--- src/rtl/if_fetch_unit_pkg.sv ---
// Shared types and constants for the instruction-fetch front end.
// Latency: n/a (definitions only).
// Backpressure: n/a (definitions only).
package if_fetch_unit_pkg;

    localparam int XLEN = 32;
    localparam logic [XLEN-1:0] INSTR_NOP = 32'h0000_0013;
    localparam logic [XLEN-1:0] PC_STEP   = 32'd4;

    // One buffered fetch result: the PC it was fetched from and the word returned.
    typedef struct packed {
        logic [XLEN-1:0] pc;
        logic [XLEN-1:0] instr;
    } fetch_entry_t;

endpackage

--- src/rtl/if_fetch_buffer.sv ---
// Synchronous FIFO of {pc, instr} fetch entries with flush; head is read combinationally.
// Latency: a pushed entry is visible at the head the cycle after the push edge.
// Backpressure: none internally; the producer's credit accounting keeps push from overflowing.
module if_fetch_buffer
    import if_fetch_unit_pkg::*;
#(
    parameter int  DEPTH = 2,
    localparam int AW    = $clog2(DEPTH),
    localparam int CW    = AW + 1
) (
    input  logic          clk,
    input  logic          reset,
    input  logic          flush,
    input  logic          push,
    input  fetch_entry_t  push_entry,
    input  logic          pop,
    output fetch_entry_t  head,
    output logic [CW-1:0] count,
    output logic          not_empty
);

    fetch_entry_t  mem [DEPTH];
    logic [AW-1:0] wr_ptr;
    logic [AW-1:0] rd_ptr;

    // Storage, pointers and occupancy; flush beats push/pop, reset also zeroes storage.
    always_ff @(posedge clk) begin
        if (!reset) begin
            wr_ptr <= '0;
            rd_ptr <= '0;
            count  <= '0;
            for (int i = 0; i < DEPTH; i++) begin
                mem[i] <= '0;
            end
        end else if (flush) begin
            wr_ptr <= '0;
            rd_ptr <= '0;
            count  <= '0;
        end else begin
            if (push) begin
                mem[wr_ptr] <= push_entry;
                wr_ptr      <= wr_ptr + AW'(1);
            end
            if (pop) begin
                rd_ptr <= rd_ptr + AW'(1);
            end
            count <= count + {{AW{1'b0}}, push} - {{AW{1'b0}}, pop};
        end
    end

    assign head      = mem[rd_ptr];
    assign not_empty = (count != '0);

endmodule

--- src/rtl/if_fetch_unit.sv ---
// IF-stage fetch front end: issues PCs to a 1-cycle imem and buffers tagged responses for ID.
// Latency: PC issued at edge N is at the buffer head after edge N+1; 1 instr/cycle when ID is ready.
// Backpressure: issue stops when buffered + in-flight words would exceed DEPTH; head holds while stalled.
module if_fetch_unit
    import if_fetch_unit_pkg::*;
#(
    parameter logic [XLEN-1:0] RESET_PC = 32'h0000_0000,
    parameter int              DEPTH    = 2
) (
    input  logic            clk,
    input  logic            reset,
    output logic [XLEN-1:0] imem_addr,
    input  logic [XLEN-1:0] imem_instr,
    input  logic            redirect_valid,
    input  logic [XLEN-1:0] redirect_pc,
    input  logic            id_ready,
    output logic            if_valid,
    output logic [XLEN-1:0] if_instr,
    output logic [XLEN-1:0] if_pc,
    output logic [XLEN-1:0] if_pc_plus4
);

    localparam int          CW      = $clog2(DEPTH) + 1;
    localparam logic [CW:0] DEPTH_C = DEPTH;

    logic [XLEN-1:0] pc_q;
    logic [XLEN-1:0] infl_pc_q;
    logic            infl_q;
    logic            pop;
    logic            issue;
    logic [CW-1:0]   count;
    logic [CW:0]     credits_used;
    fetch_entry_t    push_entry;
    fetch_entry_t    head;

    assign imem_addr = pc_q;
    assign pop       = if_valid && id_ready;

    // A slot is reserved for every in-flight read, so the response push can never overflow.
    assign credits_used = {1'b0, count} + {{CW{1'b0}}, infl_q} - {{CW{1'b0}}, pop};
    assign issue        = reset && !redirect_valid && (credits_used < DEPTH_C);

    assign push_entry.pc    = infl_pc_q;
    assign push_entry.instr = imem_instr;

    // PC generation and in-flight tracking; redirect discards the read returning next cycle.
    always_ff @(posedge clk) begin
        if (!reset) begin
            pc_q      <= RESET_PC;
            infl_q    <= 1'b0;
            infl_pc_q <= '0;
        end else if (redirect_valid) begin
            pc_q   <= {redirect_pc[XLEN-1:2], 2'b00};
            infl_q <= 1'b0;
        end else if (issue) begin
            pc_q      <= pc_q + PC_STEP;
            infl_q    <= 1'b1;
            infl_pc_q <= pc_q;
        end else begin
            infl_q <= 1'b0;
        end
    end

    if_fetch_buffer #(
        .DEPTH (DEPTH)
    ) u_buffer (
        .clk        (clk),
        .reset      (reset),
        .flush      (redirect_valid),
        .push       (infl_q),
        .push_entry (push_entry),
        .pop        (pop),
        .head       (head),
        .count      (count),
        .not_empty  (if_valid)
    );

    assign if_instr    = head.instr;
    assign if_pc       = head.pc;
    assign if_pc_plus4 = head.pc + PC_STEP;

endmodule

--- config.mk ---
export PLATFORM = sky130hd
export DESIGN_NAME = if_fetch_unit
export DESIGN_NICKNAME = d
export VERILOG_FILES = /design/src/rtl/if_fetch_unit_pkg.sv /design/src/rtl/if_fetch_buffer.sv /design/src/rtl/if_fetch_unit.sv
export SDC_FILE = /design/constraint.sdc
export NUM_CORES = 1
export LEC_CHECK = 0
export CAP_MARGIN = 20
export CELL_PAD_IN_SITES_DETAIL_PLACEMENT = 0
export CELL_PAD_IN_SITES_GLOBAL_PLACEMENT = 1
export CORE_MARGIN = 2
export CORE_UTILIZATION = 41
export DETAILED_ROUTE_END_ITERATION = 7
export GPL_ROUTABILITY_DRIVEN = 1
export PLACE_DENSITY_LB_ADDON = 0.1
export SYNTH_ARGS = -nofsm -noshare
export SYNTH_HDL_FRONTEND = slang
export SYNTH_HIERARCHICAL = 1
export SYNTH_SLANG_ARGS = --single-unit
export TNS_END_PERCENT = 1
--- constraint.sdc ---
create_clock -name clk -period 7.1 [get_ports clk]
set_input_delay 0.71 -clock clk [delete_from_list [all_inputs] [get_ports clk]]
set_output_delay 0.71 -clock clk [all_outputs]
set_load 0.05 [all_outputs]
==> results.txt <==
----------------------------------------------------
[Drt]
  Mean routed wirelength per cell ... around 18 um
  Vias per cell ... between 5 and 6
  Via count of the routed design ... approximately 6.8k
  Drt pass-1 iters ... 4
  Wire length after detailed routing ... 22.7 mm
  Antenna viol nets, final ... 0
  Residual DRC count ... 0
  Number of DRC markers in iteration 0 ... 405

[Pwr]
  Power share of the clock group ... 0.335
  Leakage power total ... 4.71 nW
  Power per unit of standard cell area ... 225 nW/um^2
  Cell-internal power ... 0.00189 W
  Sequential cell fraction of total power ... 0.482
  Tot Pwr ... roughly 0.0027 W
  Switching part of the total power ... 0.297
  Worst supply voltage drop on vdd ... between 0.1 and 0.15 mV
  Fraction of power consumed by combinational cells ... 0.184
  Reported net switching power ... roughly 0.00080 W

[Global route]
  Vias in the first global route ... about 6.4k
  Overflow after GRT ... 0
  First-pass GRT wire length ... about 36 mm
  Largest net degree at the start of global routing ... 130
  GRT Util Overall ... 0.190
  Initial antenna violation count ... 0

[Place]
  Global placer's final weighted congestion ... between 0.7 and 0.8
  Hpwl dp ... about 14 mm
  Port bufs ... approximately 190
  Place WS ... 2520 ps

[STA]
  Setup repair after global routing missed its margin ... false
  Worst Max-Slew Pin Slew ... approximately 1000 ps
  Relative slew margins ... 0.310
  Fin Setup TNS ... 0 ps
  Final count of pins violating max slew ... 0
  Final setup skew ... between 8 and 9 ps
  Share of the clock period used by the worst path after layout ... 0.693
  Setup WS post-layout ... between 2000 and 2500 ps
  Final setup violation count ... 0
  Hold violation count in the final report ... 0
  Highest achievable clock rate ... 0.203 GHz
  Crit path time final ... 4920 ps
  Worst hold-check slack ... 463 ps

[Floorplanning]
  Die area ... around 24,000 sq um
  Boundary pin count ... between 150 and 200
  Core Rows ... 55
  Area of the core ... 22,600 sq um
  Chip height ... 156 um
  Starting Density ... 0.417
  Horizontal die dimension ... 156 um

[Logic synthesis]
  Most common flop cell mapped by yosys ... edfxtp_1
  Post-Synthesis Cells ... between 800 and 900
  Part of the Yosys area used for sequential elements ... 0.548
  Synthesis-stage register bit count ... slightly below 200
  Number of enable-type register cells in the synthesized netlist ... about 130
  Warning count from the yosys run ... 6
  Post-synth cell types ... between 60 and 70
  Async SR Flop Fraction ... 0
  Mean area per synthesized cell ... roughly 11 sq um
  Area of the mapped netlist ... approximately 9400 sq um

[Worst setup path]
  Required time of the worst setup path ... roughly 6400 ps
  Capturing element of the worst setup path ... if_pc_plus4[29]
  Flop2flop setup slack ... roughly 3500 ps
  Element type at the critical path end ... primary output
  Terminus of the critical flop-to-flop path ... imem_addr[17]$_SDFFE_PN0P_
  Element type at the critical path start ... flop
  Maximum fanout along the worst path ... 39
  Number of cell instances on the worst register-to-register path ... 12
  Arrival time of data at the critical path endpoint ... 4210 ps
  Crit Reg-Reg Startpoint ... u_buffer/count[1]$_SDFF_PP0_
  Start-to-end type of the worst setup path ... reg -> out

[Clocking]
  Number of buffers created by CTS ... 17
  H-Tree Level Count ... 4
  TritonCTS clock tree ... done
  Maximum number of buffers from clock root to sink ... 2
  Number of hold buffers added after CTS ... 0
  Clock root buffer ... clkbuf_16
  Number of buffers added for setup after CTS ... 0
  Clock latency of the later-clocked register in the worst-skew pair ... 420 ps
  Clock-pin slew of the registers on the worst-case setup and hold paths ... 70 ps
  Clk sink count ... 194
  Quantity of gates resized following cts ... 0

[Status]
  Outcome ... finished clean

[Cells and area]
  Net count, final ... roughly 1.1k
  Share of post-route cells with drive strength above 1 ... 0.127
  ANT cells ... 0
  Filler Cells Inserted ... ~2.0k
  Layout overhead on the synthesized area ... 26.8%

[Worst hold path]
  Kind of path behind the tightest hold check ... reg -> reg

[Job]
  Max-cap violation count ... 0

----------------------------------------------------
[routing by layer]
metal	track usage	vias up	part of all wire
met1	0.278	3192	0.49
met2	0.288	195	0.45
li1	-	3366	-
met3	0.0322	20	0.049
met4	0.0568	0	0.014
met5	0	-	0
[cells in the final DEF (no fill, tap or decap), drive strengths merged, types with 3 or more instances in the layout]
| cell type | instances |
|---|---|
| nand2 | 100 |
| clkbuf | 17 |
| or3 | 3 |
| a21oi | 52 |
| mux2 | 69 |
| xnor2 | 27 |
| dfxtp | 66 |
| nor4 | 4 |
| a31oi | 4 |
| conb | 6 |
| clkinv | 8 |
| buf | 9 |
| and2 | 7 |
| nor2b | 3 |
| nand4 | 19 |
| nor3 | 3 |
| a22oi | 3 |
| nand2b | 3 |
| and3 | 141 |
| and4 | 7 |
| o21ai | 10 |
| a2bb2oi | 7 |
| ha | 5 |
| nor2 | 22 |
| edfxtp | 128 |
| xor2 | 9 |
| nand3 | 31 |
| inv | 16 |
| o22ai | 6 |
| clkdlybuf4s50 | 192 |
[worst min path at each step]
stage | startpoint | slack [ps] | end | cells past startpoint
after global placement | infl_pc_q[13]$_SDFFE_PN0P_ | 450 | infl_pc_q[13]$_SDFFE_PN0P_ | 2
final | infl_pc_q[13]$_SDFFE_PN0P_ | 460 | infl_pc_q[13]$_SDFFE_PN0P_ | 2
after global routing | infl_pc_q[15]$_SDFFE_PN0P_ | 480 | infl_pc_q[15]$_SDFFE_PN0P_ | 2
after floorplan | infl_pc_q[10]$_SDFFE_PN0P_ | 440 | infl_pc_q[10]$_SDFFE_PN0P_ | 2
after detailed placement | infl_pc_q[13]$_SDFFE_PN0P_ | 450 | infl_pc_q[13]$_SDFFE_PN0P_ | 2
after CTS | infl_pc_q[13]$_SDFFE_PN0P_ | 460 | infl_pc_q[13]$_SDFFE_PN0P_ | 2
[Yosys cell counts (3+ instances only)]
cell type  instances  area share
and3_1           140       0.093
edfxtp_1         128        0.41
nand2_1           99       0.039
mux2_2            68       0.081
dfxtp_1           66        0.14
a21oi_1           52       0.028
nand3_1           31       0.016
xnor2_1           27       0.025
clkbuf_1          23      0.0092
nor2_1            22      0.0088
nand4_1           16       0.011
buf_2             13      0.0069
buf_4             12      0.0096
o21ai_0           10      0.0053
xor2_1             9      0.0084
a2bb2oi_1          7      0.0065
buf_6              7      0.0084
inv_1              7      0.0028
and4_1             6      0.0056
buf_8              6      0.0096
o22ai_1            6      0.0040
and2_1             5      0.0033
ha_1               5      0.0066
a31oi_1            4      0.0027
a22oi_1            3      0.0024
nand2b_1           3      0.0020
nor3_1             3      0.0016
nor4_4             3      0.0068
or3_1              3      0.0020
[layout make-up]
cell class                 instances  area [sq um]  area share
clock buffer                      17           425      0.0356
multi-input combinational        567          3820       0.320
inverter                          10          37.5     0.00314
tap                              285           357      0.0299
clock inverter                    15           123      0.0103
sequential                       194          5170       0.433
timing repair buffer             201          2010       0.168
[power by group through the flow]
stage          clock network [W]  registers (W)  logic (W)
2_1_floorplan                  0        0.00135   0.000295
3_3_place_gp                   0        0.00132   0.000494
3_5_place_dp                   0        0.00132   0.000496
4_1_cts                 0.000921        0.00129   0.000498
5_1_grt                 0.000971        0.00130   0.000524
6_report                0.000899        0.00129   0.000493
[stage by stage]
stage	area [sq um]	cells	util
floorplan	9440	835	-
global placement	11400	1256	0.504
detailed placement	11400	1257	0.505
CTS	11900	1289	0.529
global route	11900	1289	0.529
finish	11900	1289	0.529
[kinds of logic after synthesis]
group | Yosys count | synth area share
buffers and inverters | 74 | 0.0506
muxes | 71 | 0.0846
and+or+nand+nor | 350 | 0.209
other | 1 | 0.000398
AOI/OAI and AO/OA | 97 | 0.0619
DFF | 194 | 0.548
xor gates and xnor gates | 37 | 0.0359
adders and majority gates | 6 | 0.00877
[critical path: stages (launching register included)]
cell,delay [ps]
dfxtp_2,1000
buf_4,490
mux2_2,270
and4_1,240
and3_1,210
and4_1,400
nand4_1,160
xnor2_1,180
clkdlybuf4s50_1,820
[state kept, by name, summed over array words and instances, names as in the netlist, named ones only]
name / cells
u_buffer/wr_ptr: 1
u_buffer/rd_ptr: 1
imem_addr: 30
infl_pc_q: 30
u_buffer/mem: 128
u_buffer/count: 2
infl_q: 1
(Power assumes the default switching activity.)
